[src/rtl/lsu.sv]
// Load/store unit: one data-memory transaction per accepted start, with lane
// steering for stores, extraction/extension for loads, and fault reporting.
module lsu #(
    parameter int unsigned MAX_WAIT = 16
) (
    input  logic        clk_i,
    input  logic        rst_i,
    input  logic        start_i,
    input  logic        is_store_i,
    input  logic [2:0]  funct3_i,
    input  logic [31:0] addr_i,
    input  logic [31:0] store_data_i,
    output logic        busy_o,
    output logic        done_o,
    output logic [31:0] load_data_o,
    output logic        fault_o,
    output logic [1:0]  fault_cause_o,
    output logic        mem_req_o,
    output logic        mem_we_o,
    output logic [31:0] mem_addr_o,
    output logic [31:0] mem_wdata_o,
    output logic [3:0]  mem_be_o,
    input  logic        mem_ready_i,
    input  logic [31:0] mem_rdata_i
);

    localparam int unsigned CntW = (MAX_WAIT > 1) ? $clog2(MAX_WAIT) : 1;
    localparam logic [CntW-1:0] CntLast = CntW'(MAX_WAIT - 1);

    localparam logic [1:0] CauseNone      = 2'b00;
    localparam logic [1:0] CauseMisalign  = 2'b01;
    localparam logic [1:0] CauseTimeout   = 2'b10;
    localparam logic [1:0] CauseIllegal   = 2'b11;

    typedef enum logic [1:0] {StIdle, StReq, StDone} state_e;

    state_e          state_q, state_d;
    logic [CntW-1:0] cnt_q, cnt_d;
    logic            fault_q, fault_d;
    logic [1:0]      cause_q, cause_d;
    logic [31:0]     ld_q, ld_d;
    logic            req_q, req_d;
    logic            we_q, we_d;
    logic [31:0]     addr_q, addr_d;
    logic [31:0]     wdata_q, wdata_d;
    logic [3:0]      be_q, be_d;
    logic [2:0]      funct3_q, funct3_d;
    logic [1:0]      off_q, off_d;

    logic [1:0]      size;
    logic            illegal;
    logic            misaligned;
    logic [3:0]      be_new;
    logic [31:0]     wdata_new;
    logic [31:0]     shifted;
    logic [31:0]     load_val;

    // Decode the incoming request: legality, alignment and store lane steering.
    always_comb begin
        size       = funct3_i[1:0];
        // Size 11 is never legal; funct3[2] is only legal for LBU/LHU.
        illegal    = (size == 2'b11) || (funct3_i[2] && (is_store_i || size[1]));
        misaligned = ((size == 2'b01) && addr_i[0]) ||
                     ((size == 2'b10) && (addr_i[1:0] != 2'b00));
        be_new     = 4'b1111;
        wdata_new  = store_data_i;
        case (size)
            2'b00: begin
                be_new    = 4'b0001 << addr_i[1:0];
                wdata_new = {4{store_data_i[7:0]}};
            end
            2'b01: begin
                be_new    = 4'b0011 << addr_i[1:0];
                wdata_new = {2{store_data_i[15:0]}};
            end
            default: begin
                be_new    = 4'b1111;
                wdata_new = store_data_i;
            end
        endcase
    end

    // Extract the addressed lane from read data and extend it.
    always_comb begin
        shifted  = mem_rdata_i >> {off_q, 3'b000};
        case (funct3_q[1:0])
            2'b00:   load_val = {{24{~funct3_q[2] & shifted[7]}}, shifted[7:0]};
            2'b01:   load_val = {{16{~funct3_q[2] & shifted[15]}}, shifted[15:0]};
            default: load_val = shifted;
        endcase
    end

    // Next-state logic for the transaction FSM and its registered outputs.
    always_comb begin
        state_d  = state_q;
        cnt_d    = cnt_q;
        fault_d  = fault_q;
        cause_d  = cause_q;
        ld_d     = ld_q;
        req_d    = req_q;
        we_d     = we_q;
        addr_d   = addr_q;
        wdata_d  = wdata_q;
        be_d     = be_q;
        funct3_d = funct3_q;
        off_d    = off_q;
        case (state_q)
            StIdle: begin
                if (start_i) begin
                    fault_d = 1'b0;
                    cause_d = CauseNone;
                    if (illegal) begin
                        state_d = StDone;
                        fault_d = 1'b1;
                        cause_d = CauseIllegal;
                    end else if (misaligned) begin
                        state_d = StDone;
                        fault_d = 1'b1;
                        cause_d = CauseMisalign;
                    end else begin
                        state_d  = StReq;
                        cnt_d    = '0;
                        req_d    = 1'b1;
                        we_d     = is_store_i;
                        addr_d   = {addr_i[31:2], 2'b00};
                        wdata_d  = wdata_new;
                        be_d     = be_new;
                        funct3_d = funct3_i;
                        off_d    = addr_i[1:0];
                    end
                end
            end
            StReq: begin
                // Ready on the last permitted cycle still completes the access.
                if (mem_ready_i) begin
                    state_d = StDone;
                    req_d   = 1'b0;
                    if (!we_q) begin
                        ld_d = load_val;
                    end
                end else if (cnt_q == CntLast) begin
                    state_d = StDone;
                    req_d   = 1'b0;
                    fault_d = 1'b1;
                    cause_d = CauseTimeout;
                end else begin
                    cnt_d = cnt_q + 1'b1;
                end
            end
            StDone: begin
                state_d = StIdle;
            end
            default: begin
                state_d = StIdle;
            end
        endcase
    end

    // State register with synchronous reset.
    always_ff @(posedge clk_i) begin
        if (rst_i) begin
            state_q  <= StIdle;
            cnt_q    <= '0;
            fault_q  <= 1'b0;
            cause_q  <= CauseNone;
            ld_q     <= '0;
            req_q    <= 1'b0;
            we_q     <= 1'b0;
            addr_q   <= '0;
            wdata_q  <= '0;
            be_q     <= '0;
            funct3_q <= '0;
            off_q    <= '0;
        end else begin
            state_q  <= state_d;
            cnt_q    <= cnt_d;
            fault_q  <= fault_d;
            cause_q  <= cause_d;
            ld_q     <= ld_d;
            req_q    <= req_d;
            we_q     <= we_d;
            addr_q   <= addr_d;
            wdata_q  <= wdata_d;
            be_q     <= be_d;
            funct3_q <= funct3_d;
            off_q    <= off_d;
        end
    end

    assign busy_o        = (state_q != StIdle);
    assign done_o        = (state_q == StDone);
    assign load_data_o   = ld_q;
    assign fault_o       = fault_q;
    assign fault_cause_o = cause_q;
    assign mem_req_o     = req_q;
    assign mem_we_o      = we_q;
    assign mem_addr_o    = addr_q;
    assign mem_wdata_o   = wdata_q;
    assign mem_be_o      = be_q;

endmodule

[config.mk]
export PLATFORM = sky130hd
export DESIGN_NAME = lsu
export DESIGN_NICKNAME = d
export VERILOG_FILES = /design/src/rtl/lsu.sv
export SDC_FILE = /design/constraint.sdc
export NUM_CORES = 1
export LEC_CHECK = 0
export ABC_AREA = 1
export BUFFER_PORTS_ARGS = -buffer_cell sky130_fd_sc_hd__buf_2
export CORE_MARGIN = 10
export CORE_UTILIZATION = 30
export DETAILED_ROUTE_END_ITERATION = 6
export SYNTH_ARGS = -nofsm -noshare
export SYNTH_HDL_FRONTEND = slang
export SYNTH_SLANG_ARGS = --single-unit
[constraint.sdc]
create_clock -name clk_i -period 2.8 [get_ports clk_i]
set_input_delay 0.42 -clock clk_i [delete_from_list [all_inputs] [get_ports clk_i]]
set_output_delay 0.42 -clock clk_i [all_outputs]
set_load 0.02 [all_outputs]
Yosys cells after proc, flatten, opt, wreduce, memory -nomap -nowiden
Cells that the tools add are included.

word-level totals
  flip-flop bits (word level) = 114
  input bits = 104
  output and inout bits = 107
  logic and storage cells = 86

operators by class
  add/sub/neg operators = 1
  eq/ne operators = 14
  shifts and indexed selects = 3
  multiplexer cells = 32
  bitwise gates (word level) = 6
  reduce and logical (&&, ||, !) cells = 18

operators by type and width
  cell                                                  number
  case mux 32 bit (2 select lines)                      2
  >> shifter 32 x 5 -> 32 bit                           1
  2-to-1 mux 4 bit                                      5
  2-to-1 mux 2 bit                                      8
  case mux 4 bit (2 select lines)                       2
  != test 2 bit (second input constant)                 6
  2-to-1 mux 1 bit                                      11
  case mux 2 bit (2 select lines)                       2
  AND reduction 4 bit                                   2
  equality test 2 x 1 -> 1 bit (second input constant)  3
  equality test 2 bit (second input constant)           3
  zero test 2 bit                                       3
  AND reduction 6 bit                                   1
  nonzero test 2 bit                                    3
  AND reduction 5 bit                                   1
  adder 4 x 1 -> 4 bit (second input constant)          1
  equality test 4 bit (second input constant)           1
  NOT 1 bit                                             4
  case mux 1 bit (2 select lines)                       2
  << shifter 1 x 2 -> 4 bit (first input constant)      1
  << shifter 2 x 2 -> 4 bit (first input constant)      1
  logical AND 1 bit                                     3
  logical OR 1 bit                                      3
  != test 3 bit (second input constant)                 1
  other kinds (3)                                       4

Logic depth before layout (Yosys ltp)
Gate-level depths: netlist of run 1.

  word-level depth = 7
  mapped depth = 10

Worst setup path before layout of run 1
Ideal clock, no wire load.

  kind = input port to flip-flop
  from = input port rst_i
  to = register wdata_q[14] (netlist: mem_wdata_o[14])
  setup time = 64 ps
  data arrival time = 1,357 ps
  path slack = 1,379 ps
  stages on the path = 6
  path through = clkbuf_1 > inv_1 > clkbuf_1 > clkbuf_1 > nand2_1 > nor2_1

RTL lines
  what                  RTL line  source
  from (decl)           7         input logic rst_i,
  to (signal assigned)  183       wdata_q <= wdata_d;
  to (decl)             45        logic [31:0] wdata_q, wdata_d;

Worst setup path in the final report of run 1
  from = register off_q[0]
  to = register ld_q[29] (netlist: load_data_o[29])

between the ends
  longest elaborated chain between the ends = 3

ends and longest elaborated chain
  what                                  RTL line  source
  from (decl)                           48        logic [1:0] off_q, off_d;
  from (signal assigned)                173       off_q <= '0;
  from (signal assigned)                186       off_q <= off_d;
  >> shifter 32 x 5 -> 32 bit (*)       85        shifted = mem_rdata_i >> {off_q, 3'b000};
  AND 1 bit, on equally long branches   88, 87
  case mux 32 bit (2 select lines) (*)  86        case (funct3_q[1:0])
  to (signal assigned)                  179       ld_q <= ld_d;
  to (decl)                             41        logic [31:0] ld_q, ld_d;

Every way passes the cells marked *; elsewhere a longest branch is shown, timed or not.
A chain may end at the register's enable or synchronous reset.

==> out/results.txt, run 1 <==
Status: complete, no violations
FMAX: 504.9 MHz
Slowest CP cell: nand3_1
Global-route wire length before repair: 30.04 mm
CTS resizes: 0
Pre-CTS setup slack: 725.9 ps
Starting Density: 0.3058
Critical path startpoint category: register
Yosys top cell area share: 0.4314
Worst-path clk slew: 60 ps
Multi-input logic area: 0.002550 sq mm
Biggest cell delay along the critical path: 490 ps
Top cells by area, synth: dfxtp_1 43%, nor2_1 13%, nand2_1 13%
Worst Setup Path Type: reg -> reg
Pwr dens: 700.9 mW/mm^2
Design area: 0.007102 sq mm
Reg2Reg Setup Slack: 820 ps
Largest net degree at the start of global routing: 87
Clk Latency, worst-skew pair: 420 ps
Port-buffer cells: 208
Most common cell in the netlist: nor2_1
Worst slew margin: 0.5141
Worst reg2reg path depth: 7
RSZ-0062 raised after global routing: false
Hold path endpoint: mem_addr_o[27]
TritonRoute pass-1 iters: 5
Area of placed instances: 0.006481 sq mm
# H-tree levels: 4
FF+latch area: 0.002282 sq mm
CTS Root Cell: clkbuf_16
Avg Vias per Cell: 4.599
Worst setup EP type: register
Maximum root-to-sink buffer count: 2
Via count: 5661
Setup violators final: 0
TNS Setup: 0 ps
DRC: 0
CP Data Arrival Time: 2340 ps
# Post-CTS Setup Buffers: 0
Crit path cell chain: inv_1, nand2_1, o21ai_0, nand3_1, nand3_1, nand2_1, inv_1
Clock sinks: 114
Drt wl/cell: 15.34 um
Top_reg_cell synth: dfxtp_1
Fill cell count: 1893
Initial antenna violation count: 3
Mapped Avg Cell Area: 6.580 sq um
Worst flop-to-flop path endpoint: load_data_o[29]
HPWL reported at the end of detailed placement: 13.64 mm
GRT Residual Overflow: 0
Worst EP required: 3160 ps
Clock tree from TritonCTS: built
Die W: 152.8 um
Seq/Total Area, Yosys: 0.4314
Vias in the first global route: 5599
Core ar.: 0.01730 sq mm
Slew of the pin with the lowest slew margin: 726.2 ps
Final worst slack: 819.6 ps
Number of cells on the worst hold path: 3
Share of post-route cells with drive strength above 1: 0.2627
Synthesis-stage register bit count: 114
GRT Total Usage: 0.1569
Starting DRC count in detailed routing: 319
Top cells by count, synth: 182 x nor2_1, 181 x nand2_1, 114 x dfxtp_1, 76 x o21ai_0, 72 x a21oi_1
Post-route ant nets: 0
Max FO, Critical Path: 18
I/O pin total: 211
Count of pins over their slew limit: 0
Number of core rows: 48
GPL Wtd Cong: 0.8750
Async set or reset register ratio after synthesis: 0
Die area: 0.02334 sq mm
Fin crit share: 0.7073
Max Cap Viol: 0
Critical path startpoint: off_q[0]
Synth-to-Final Area Change: 34.25%
Clock Skews: 6.684 ps
Hold_sp: addr_i[27]
Post-synth top area cell: dfxtp_1
Static Leakage: 3.772 nW
Max IR drop VDD: 0.4340 mV
CTS Hold Bufs: 0
Final wirelength: 18.88 mm
R2r startpoint: off_q[0]
Yosys cell types: 28
Die H: 152.8 um
Hold Crit Class: in -> reg
Inserted Clock Buffers: 17
Final net count: 1097
Cell Area, Synth: 0.005290 sq mm
Minimum clock period: 1980 ps
Fin. Hold Viols: 0
Synth warnings: 0
Post-synth EDFFs: 0
Mapped Cells: 804
stage by stage:
stage	std cells	util	hold slack (ps)	power (mW)
6_report	1231	0.4106	220.3	4.977
4_1_cts	1230	0.4104	209.4	5.026
3_5_place_dp	1198	0.3747	449.6	2.739
5_1_grt	1230	0.4104	213.5	5.229
3_3_place_gp	1198	0.3747	437.2	2.738
2_1_floorplan	805	-	467.6	2.411
layout make-up:
class / instances / area share
diodes: 1 / 0.0003524
clock buffers: 19 / 0.06237
clock inverters: 13 / 0.02467
inverters: 57 / 0.03013
multi-input cells: 584 / 0.3591
flip-flops and latches: 114 / 0.3214
well taps: 225 / 0.03964
repair buffers: 218 / 0.1624
placed cells by master (no fill, tap or decap):
cell type   synthesis  final
inv_2               3      4
o211ai_1            8      8
ha_1                1      1
o21ai_1             1      1
buf_4               5      7
a21oi_1            72     72
nand3_2             1      1
nand4_1             1      1
clkbuf_16           0     17
nand3_1            35     35
inv_1              54     53
clkbuf_1           23      1
nor3_1              3      3
a211oi_1            1      1
xnor2_1             1      1
clkinvlp_4          0      2
buf_2              15    208
clkbuf_8            0      1
diode_2             0      1
clkinv_4            0      4
buf_12              0      3
inv_6               0      4
or2_2               7      7
bufinv_16           0      3
dfxtp_1           114    114
nor2_4              1      1
nor2_1            182    182
nand3b_1            3      3
nor2_2              1      1
nand2_1           181    180
conb_1              1      2
o21ai_0            76     76
nand2_2             0      1
a21o_1              7      7
sequential cells by signal (all words and copies together), names as in the netlist:
signal / cells
funct3_q: 3
mem_req_o: 1
mem_be_o: 4
off_q: 2
fault_o: 1
state_q: 2
cnt_q: 4
mem_wdata_o: 32
mem_we_o: 1
load_data_o: 32
fault_cause_o: 2
mem_addr_o: 30
worst max path at each step:
stage                           end  slack, ps  cells after the start
CTS                 load_data_o[21]        820                      7
global route        load_data_o[26]        570                      7
floorplan           mem_wdata_o[14]       1380                      6
detailed placement      mem_be_o[2]        730                     10
global placement        mem_be_o[2]        790                     10
finish              load_data_o[29]        820                      7
cell families after synthesis:
group                      Yosys count  synth area share
xor gates and xnor gates             1          0.001656
other                                1         0.0007089
AOI/OAI and AO/OA                  165            0.1637
buffers and inverters              107           0.08775
and+or+nand+nor                    415            0.3124
DFF                                114            0.4314
adders and majority gates            1          0.002365
where the power goes:
group | leakage (nW) | switching (mW) | internal, mW
clock | 0.295 | 0.838 | 1.44
combinational | 2.55 | 0.590 | 0.298
sequential | 0.931 | 0.0660 | 1.75
critical path: cells and delay by family, from the launching register on:
kind / cells / cell delay (ps)
AO/OA/AOI/OAI: 1 / 230
buffers and inverters: 2 / 440
flip-flops: 1 / 310
AND/OR/NAND/NOR: 4 / 960
metal layers:
metal | routed length [um] | vias up | share of wire | GRT usage
li1 | - | 2935 | - | -
met1 | 8266 | 2482 | 0.44 | 0.1946
met2 | 8342 | 220 | 0.44 | 0.2361
met3 | 2074 | 20 | 0.11 | 0.08100
met4 | 170 | 4 | 0.0090 | 0.03542
met5 | 27 | - | 0.0014 | 0
Note: power is estimated with default switching activity, not from simulation.
==> inputs of run 2 (changes only) <==
clock period = 1.64 ns   (was 2.8 ns; I/O delays follow)
==> out/results.txt, run 2 (synthesis results as in run 1) <==
Status: complete, no violations
CTS Hold Bufs: 0
Vias in the first global route: 5790
Most common cell after layout, fill and taps aside: buf_2
Worst slew margin: 0.6676
Die H: 152.8 um
Number of core rows: 48
Inserted Clock Buffers: 17
Post-route ant nets: 0
Hold WS: 53.93 ps
CTS Root Cell: clkbuf_16
Synth-to-Final Area Change: 37.42%
Fin. Hold Viols: 0
Port-buffer cells: 208
Initial antenna violation count: 5
Worst EP required: 1990 ps
Largest net degree at the start of global routing: 46
GRT Residual Overflow: 0
TritonRoute pass-1 iters: 5
RSZ-0062 raised after global routing: false
Worst Setup Path Type: reg -> reg
Worst setup EP type: register
Hold Crit Class: in -> reg
Drt wl/cell: 15.26 um
Static Leakage: 3.857 nW
Count of pins over their slew limit: 0
# H-tree levels: 4
Clock tree from TritonCTS: built
I/O pin total: 211
Fin crit share: 0.9021
Avg Vias per Cell: 4.640
Most frequent cells in the layout: 208 x buf_2, 181 x nor2_1, 180 x nand2_1, 114 x dfxtp_1, 76 x o21ai_0
HPWL reported at the end of detailed placement: 13.99 mm
Max Cap Viol: 0
Final Core Density: 0.4203
Clock sinks: 114
Minimum clock period: 1479 ps
GRT Total Usage: 0.1593
Via count: 5781
Max FO, Critical Path: 5
Share of post-route cells with drive strength above 1: 0.2748
Worst-path clk slew: 60 ps
Clock Skews: 5.474 ps
Core ar.: 0.01730 sq mm
Max IR drop VDD: 0.7305 mV
Maximum root-to-sink buffer count: 2
GPL Wtd Cong: 0.8308
Clk Latency, worst-skew pair: 410 ps
Slew of the pin with the lowest slew margin: 496.7 ps
TNS Setup: 0 ps
Final net count: 1111
Setup violators final: 0
DRC: 0
Starting DRC count in detailed routing: 332
CP Data Arrival Time: 1830 ps
Critical path startpoint category: register
Starting Density: 0.3058
Global-route wire length before repair: 30.60 mm
FMAX: 675.9 MHz
Final wirelength: 19.02 mm
Pwr dens: 1181 mW/mm^2
Reg2Reg Setup Slack: 160 ps
Die area: 0.02334 sq mm
Die W: 152.8 um
==> run 2: cell types whose count changed in the layout (fill, tap and decap cells not counted), moves of 2 or more <==
cell	delta
clkinvlp_4	+2
buf_12	+4
buf_4	+10
clkinv_4	-3
==> run 2: area by class of cell <==
| type | instances | area, sq um |
|---|---|---|
| Multi-Input combinational cell | 584 | 2552 |
| Inverter | 57 | 214.0 |
| Timing Repair Buffer | 232 | 1309 |
| Fill cell | 1837 | 10030 |
| Clock inverter | 13 | 172.7 |
| Tap cell | 225 | 281.5 |
| Antenna cell | 2 | 5.005 |
| Clock buffer | 19 | 452.9 |
| Sequential cell | 114 | 2282 |
==> run 2: repair_timing <==
item | CTS | global route
setup buffers | 0 | 0
gates resized for setup | 0 | 1
endpoints found under the setup margin | 0 | 4
==> run 2: path summary, 6_finish.rpt <==
check | start | to | cells past startpoint
setup / recovery | cnt_q[0] | cnt_q[1] | 8
hold / removal | addr_i[7] | mem_addr_o[7] | 3
setup reg to reg | cnt_q[0] | cnt_q[1] | 8
hold reg to reg | fault_o | fault_o | 2
==> run 2: critical path, cell delays in order (launching register included) <==
cell	delay, ps
dfxtp_1	340
ha_1	230
nand3_1	130
nor2_1	60
nor2_1	240
nand2_1	200
nand2_1	90
nand2_1	50
nor2_1	70
==> run 2: metal layers <==
metal | part of all wire | vias up | track usage
met3 | 0.12 | 23 | 0.07959
met2 | 0.44 | 225 | 0.2419
li1 | - | 2959 | -
met1 | 0.43 | 2568 | 0.1933
met5 | 0.0018 | - | 0
met4 | 0.012 | 6 | 0.04678
==> run 2: through the flow <==
step | power (mW) | instance area, sq um | worst slack (ps) | cells
after CTS | 8.676 | 7262 | 123.2 | 1244
after global routing | 9.023 | 7267 | 24.36 | 1245
after detailed placement | 4.742 | 6636 | 128.3 | 1212
after global placement | 4.736 | 6636 | 161.5 | 1212
final | 8.586 | 7269 | 160.5 | 1246
after floorplan | 4.116 | 5294 | 267.5 | 805
==> run 2: where the power goes <==
part           switching (mW)  leakage [nW]  internal, mW
clock                    1.41         0.294          2.49
combinational            1.02          2.63         0.557
sequential              0.117         0.931          2.98
